`src/rtl/loader_pkg.sv`:
```
// Shared types and constants for the instruction-memory boot loader.
package loader_pkg;

  typedef enum logic [2:0] {
    S_LEN0,
    S_LEN1,
    S_DATA,
    S_CSUM,
    S_DONE,
    S_ERR
  } state_t;

  localparam int BYTES_PER_WORD = 4;

  function automatic logic [7:0] csum_fold(input logic [7:0] acc, input logic [7:0] b);
    return acc ^ b;
  endfunction

endpackage

```
`src/rtl/imem_loader_word_assembler.sv`:
```
// Collects little-endian bytes into 32-bit words; word_valid pulses with the 4th byte.
module word_assembler
  import loader_pkg::*;
(
  input  logic        clk,
  input  logic        reset,
  input  logic        i_valid,
  input  logic [7:0]  i_byte,
  output logic        o_word_valid,
  output logic [31:0] o_word
);

  logic [23:0] r_lanes;
  logic [1:0]  r_byte_idx;

  always_ff @(posedge clk or posedge reset) begin
    if (reset) begin
      r_lanes    <= 24'd0;
      r_byte_idx <= 2'd0;
    end else if (i_valid) begin
      case (r_byte_idx)
        2'd0:    r_lanes[7:0]   <= i_byte;
        2'd1:    r_lanes[15:8]  <= i_byte;
        2'd2:    r_lanes[23:16] <= i_byte;
        default: ;
      endcase
      r_byte_idx <= r_byte_idx + 2'd1;
    end
  end

  // The top byte lane is taken straight from the input so the word is ready on the 4th byte.
  assign o_word_valid = i_valid && (r_byte_idx == 2'(BYTES_PER_WORD - 1));
  assign o_word       = {i_byte, r_lanes};

endmodule

```
`src/rtl/imem_loader.sv`:
```
// Boot loader: length-prefixed byte stream -> instruction memory writes, XOR-checked,
// holding the core in reset until a clean load completes.
module imem_loader
  import loader_pkg::*;
#(
  parameter int          DEPTH     = 64,
  parameter logic [31:0] BASE_ADDR = 32'h0000_0000
)(
  input  logic        clk,
  input  logic        reset,
  input  logic        rx_valid,
  input  logic [7:0]  rx_data,
  output logic        rx_ready,
  output logic        imem_we,
  output logic [31:0] imem_addr,
  output logic [31:0] imem_wdata,
  output logic        core_hold,
  output logic        load_done,
  output logic        load_err
);

  localparam int IDX_W = $clog2(DEPTH + 1);

  state_t           r_state;
  logic [15:0]      r_len;
  logic [IDX_W-1:0] r_word_idx;
  logic [7:0]       r_csum;
  logic             r_imem_we;
  logic [31:0]      r_imem_addr;
  logic [31:0]      r_imem_wdata;
  logic             r_core_hold;
  logic             r_load_done;
  logic             r_load_err;

  logic        w_xfer;
  logic        w_asm_valid;
  logic        w_word_valid;
  logic [31:0] w_word;
  logic [15:0] w_len_full;
  logic        w_last_word;
  logic [31:0] w_word_addr;

  assign rx_ready    = (r_state != S_DONE) && (r_state != S_ERR);
  assign w_xfer      = rx_valid && rx_ready;
  assign w_asm_valid = w_xfer && (r_state == S_DATA);
  assign w_len_full  = {rx_data, r_len[7:0]};
  assign w_last_word = (32'(r_word_idx) + 32'd1) == 32'(r_len);
  assign w_word_addr = BASE_ADDR + (32'(r_word_idx) << 2);

  word_assembler u_asm (
    .clk          (clk),
    .reset        (reset),
    .i_valid      (w_asm_valid),
    .i_byte       (rx_data),
    .o_word_valid (w_word_valid),
    .o_word       (w_word)
  );

  always_ff @(posedge clk or posedge reset) begin
    if (reset) begin
      r_state      <= S_LEN0;
      r_len        <= 16'd0;
      r_word_idx   <= '0;
      r_csum       <= 8'd0;
      r_imem_we    <= 1'b0;
      r_imem_addr  <= BASE_ADDR;
      r_imem_wdata <= 32'd0;
      r_core_hold  <= 1'b1;
      r_load_done  <= 1'b0;
      r_load_err   <= 1'b0;
    end else begin
      r_imem_we <= 1'b0;
      if (w_xfer) begin
        case (r_state)
          S_LEN0: begin
            r_len[7:0] <= rx_data;
            r_csum     <= csum_fold(r_csum, rx_data);
            r_state    <= S_LEN1;
          end
          S_LEN1: begin
            r_len[15:8] <= rx_data;
            r_csum      <= csum_fold(r_csum, rx_data);
            if (w_len_full > 16'(DEPTH)) begin
              r_state    <= S_ERR;
              r_load_err <= 1'b1;
            end else if (w_len_full == 16'd0) begin
              r_state <= S_CSUM;
            end else begin
              r_state <= S_DATA;
            end
          end
          S_DATA: begin
            r_csum <= csum_fold(r_csum, rx_data);
            if (w_word_valid) begin
              r_imem_we    <= 1'b1;
              r_imem_wdata <= w_word;
              r_imem_addr  <= w_word_addr;
              r_word_idx   <= r_word_idx + 1'b1;
              if (w_last_word) r_state <= S_CSUM;
            end
          end
          S_CSUM: begin
            if (rx_data == r_csum) begin
              r_state     <= S_DONE;
              r_load_done <= 1'b1;
              r_core_hold <= 1'b0;
            end else begin
              r_state    <= S_ERR;
              r_load_err <= 1'b1;
            end
          end
          default: ;
        endcase
      end
    end
  end

  assign imem_we    = r_imem_we;
  assign imem_addr  = r_imem_addr;
  assign imem_wdata = r_imem_wdata;
  assign core_hold  = r_core_hold;
  assign load_done  = r_load_done;
  assign load_err   = r_load_err;

endmodule

```
`config.mk`:
```
export PLATFORM = sky130hd
export DESIGN_NAME = imem_loader
export DESIGN_NICKNAME = d
export VERILOG_FILES = /design/src/rtl/loader_pkg.sv /design/src/rtl/imem_loader_word_assembler.sv /design/src/rtl/imem_loader.sv
export SDC_FILE = /design/constraint.sdc
export NUM_CORES = 1
export LEC_CHECK = 0
export BUFFER_PORTS_ARGS = -buffer_cell sky130_fd_sc_hd__buf_2
export CAP_MARGIN = 20
export CELL_PAD_IN_SITES_DETAIL_PLACEMENT = 0
export CELL_PAD_IN_SITES_GLOBAL_PLACEMENT = 2
export CORE_MARGIN = 4
export CORE_UTILIZATION = 41
export CTS_CLUSTER_SIZE = 24
export DETAILED_ROUTE_END_ITERATION = 16
export MAX_ROUTING_LAYER = met4
export PLACE_DENSITY = 0.84
export SLEW_MARGIN = 10
export SYNTH_ARGS = -nofsm -noshare
export SYNTH_HDL_FRONTEND = slang
export SYNTH_SLANG_ARGS = --single-unit
```
`constraint.sdc`:
```
create_clock -name clk -period 7.9 [get_ports clk]
set_input_delay 0.395 -clock clk [delete_from_list [all_inputs] [get_ports clk]]
set_output_delay 0.395 -clock clk [all_outputs]
set_load 0.005 [all_outputs]
```
==> summary.md <==
| Metric | Value |
|---|---|
| Core Area | `0.0110 mm²` |
| Crit path launch type | `flip-flop` |
| Worst setup path class | `flip-flop to flip-flop` |
| Post-route clock period utilization | `0.267` |
| Die area | `roughly 0.013 mm²` |
| Worst Setup SP | `r_state[2]$_DFFE_PP0P_` |
| Overall Power | `between 1000 and 1500 µW` |
| First-pass GRT wire length | `about 15000 µm` |
| Port bufs | `54` |
| Synth Register Bits | `103` |
| Clk_lat worst skew | `0.35 ns` |
| Post-DRT Antenna Nets | `0` |
| Pin count of the biggest net entering global routing | `65` |
| Min cycle time layout | `2.11 ns` |
| DR DRC count | `0` |
| Die X | `115 µm` |
| DP Wirelength | `just over 6000 µm` |
| Register Area | `around 0.0026 mm²` |
| R2r setup slk | `5.79 ns` |
| Pre-antenna DRT Iters | `4` |
| H-tree Lvls | `3` |
| Worst VDD drop | `0.000142 V` |
| Synthesis-to-finish area growth | `11.4%` |
| Cell count after synthesis | `351` |
| CP Capture Type | `flip-flop` |
| Post-cts sizing count | `0` |
| Top achievable clock speed | `475 MHz` |
| Slew headroom | `0.468` |
| Total negative slack | `0 ns` |
| Clock Tree Buf Depth | `2` |
| Share of cells above drive strength 1 | `0.339` |
| Inserted Diodes | `0` |
| Reg2Reg Depth | `5` |
| Initial core utilization | `0.424` |
| Pleak | `0.00266 µW` |
| Layout fillers | `972` |
| R2r endpoint | `imem_wdata[26]$_DFFE_PP0P_` |
| Slew Limit Fails | `0` |
| Sequential fraction of the synthesis area | `0.554` |
| Ys flop type | `dfrtp_1` |
| Post-synth EDFFs | `0` |
| Total GRT Usage | `0.153` |
| Number of global-route vias before repair | `2808` |
| Nets | `415` |
| Root Driver | `clkbuf_16` |
| Fin Clk Skew | `0.00568 ns` |
| Post-CTS Setup Bufs | `0` |
| R2r startpoint | `r_state[2]$_DFFE_PP0P_` |
| Rows | `38` |
| Hold Crit Class | `input port to asynchronous set/reset pin` |
| Share of flip-flops with an asynchronous set or reset | `1.00` |
| Final number of setup-violating endpoints | `0` |
| Maxcap violations | `0` |
| # IOs | `80` |
| Worst-Margin Slew | `0.798 ns` |
| GPL Wtd Cong | `0.809` |
| RSZ-0062 raised after global routing | `no` |
| Multi-input logic area | `0.00184 mm²` |
| Placement Setup Slack | `about 5.8 ns` |
| Final WS setup | `5.79 ns` |
| Pwr Density | `239 mW/mm²` |
| CP required | `between 8 and 9 ns` |
| Die Ht | `115 µm` |
| Arrival @ worst endpoint | `2.33 ns` |
| Crit path capture | `imem_wdata[26]$_DFFE_PP0P_` |
| Unique masters post-synth | `48` |
| Syn_area_per_cell | `13.3 µm²` |
| TritonCTS Buffers | `9` |
| Clk slew on worst S/H paths | `0.07 ns` |
| CTS tree | `yes` |
| Yosys warns | `0` |
| Fin. Hold Viols | `0` |
| CP Max Fanout | `35` |
| DR iter-0 viols | `99` |
| Status | `completed` |
| Vias | `2702` |
| Synthesized area | `0.00466 mm²` |
| GRT overflow | `0` |
| Detail-routed via count per cell | `4.97` |
| Final wirelength | `9080 µm` |
| Clock Sinks | `103` |
| Initial antenna violation count | `0` |
| Post-DR wirelength/cell | `16.7 µm` |
| CTS Hold Bufs | `0` |
## kinds of logic after synthesis
group,share of synthesized area
compound gates,0.0306
xor+xnor,0.0583
fa+ha+maj,0.0134
buf+inv,0.0704
flops,0.554
mux,0.192
other cells,0.000805
simple gates,0.0811
## sequential cells by signal, summed over array words and instances, names as in the netlist, 2 cells and up
signal,cells
imem_addr,7
imem_wdata,32
r_csum,8
r_len,16
r_state,3
r_word_idx,7
u_asm.r_byte_idx,2
u_asm.r_lanes,24
## placed cells by master, fill, tap and decap left out, drive strengths merged, types with 6 or more instances in the layout
cell	synthesis	layout
clkbuf	8	9
dfrtp	102	102
clkinv	1	6
nor4	8	8
conb	1	25
o21ai	6	6
inv	6	8
nor3	7	7
xor2	13	13
mux2	78	78
nand2	21	21
xnor2	18	18
buf	34	55
nor2	7	7
## cells in the mapped netlist (2+ instances only)
master | instances | area, µm²
dfrtp_1 | 102 | 2550
mux2_2 | 47 | 529
mux2_1 | 27 | 304
buf_4 | 26 | 195
xnor2_1 | 18 | 158
nand2_1 | 17 | 63.8
xor2_1 | 13 | 114
clkbuf_1 | 8 | 30.0
nor4_1 | 8 | 50.1
nor2_1 | 7 | 26.3
inv_1 | 6 | 22.5
o21ai_0 | 6 | 30.0
buf_6 | 5 | 56.3
ha_1 | 5 | 62.6
nand3_1 | 5 | 25.0
mux2_4 | 4 | 60.1
nor3_1 | 4 | 20.0
buf_2 | 3 | 15.0
nand2_2 | 3 | 18.8
o21bai_1 | 3 | 22.5
a31o_2 | 2 | 17.5
nand2b_1 | 2 | 12.5
nand4_1 | 2 | 12.5
nor2b_1 | 2 | 12.5
nor3_2 | 2 | 20.0
o311ai_0 | 2 | 17.5
## metal layers
layer / up-vias / GRT usage / share of wire
met3: 9 / 0.0391 / 0.045
li1: 1254 / - / -
met1: 1381 / 0.203 / 0.46
met4: 0 / 0.0428 / 0.013
met5: - / - / 0
met2: 58 / 0.233 / 0.48
## critical path, cell delays in order, from the launching register on
cell	delay (ns)
dfrtp_1	0.40
nand2b_1	0.28
nor3_4	0.38
nand2_4	0.22
clkinv_4	0.30
mux2_1	0.36
## worst min path at each step
stage / start / end / slack (ns) / cells after the start
3_3_place_gp: load_done$_DFFE_PP0P_ / load_done$_DFFE_PP0P_ / 0.45 / 1
4_1_cts: reset / imem_wdata[4]$_DFFE_PP0P_ / 0.08 / 2
3_5_place_dp: load_done$_DFFE_PP0P_ / load_done$_DFFE_PP0P_ / 0.45 / 1
5_1_grt: reset / imem_wdata[4]$_DFFE_PP0P_ / 0.10 / 2
2_1_floorplan: u_asm.r_lanes[0]$_DFFE_PP0P_ / imem_wdata[0]$_DFFE_PP0P_ / 0.46 / 1
6_report: reset / imem_we$_DFF_PP0_ / 0.08 / 2
## power by group
part	internal [µW]	switching [µW]	total, µW
Clock	218	201	419
Combinational	90.7	83.5	174
Sequential	589	58.0	647
Total	898	343	1240
## area by class of cell
class | count | share of cell area
multi-input combinational | 223 | 0.355
clock inverter | 7 | 0.0109
timing repair buffer | 55 | 0.0535
clock buffer | 9 | 0.0434
sequential | 103 | 0.497
inverter | 7 | 0.00651
tap | 140 | 0.0338
## per-stage QoR
step                       util  instance area, µm²  hold slack [ns]  instances
after floorplan               -                4750            0.459        375
after global placement    0.447                4910            0.451        528
after detailed placement  0.447                4910            0.451        528
after CTS                 0.472                5190           0.0825        544
after global routing      0.472                5190            0.101        544
final                     0.472                5190           0.0765        544
Note: power is estimated with default switching activity, not from simulation.
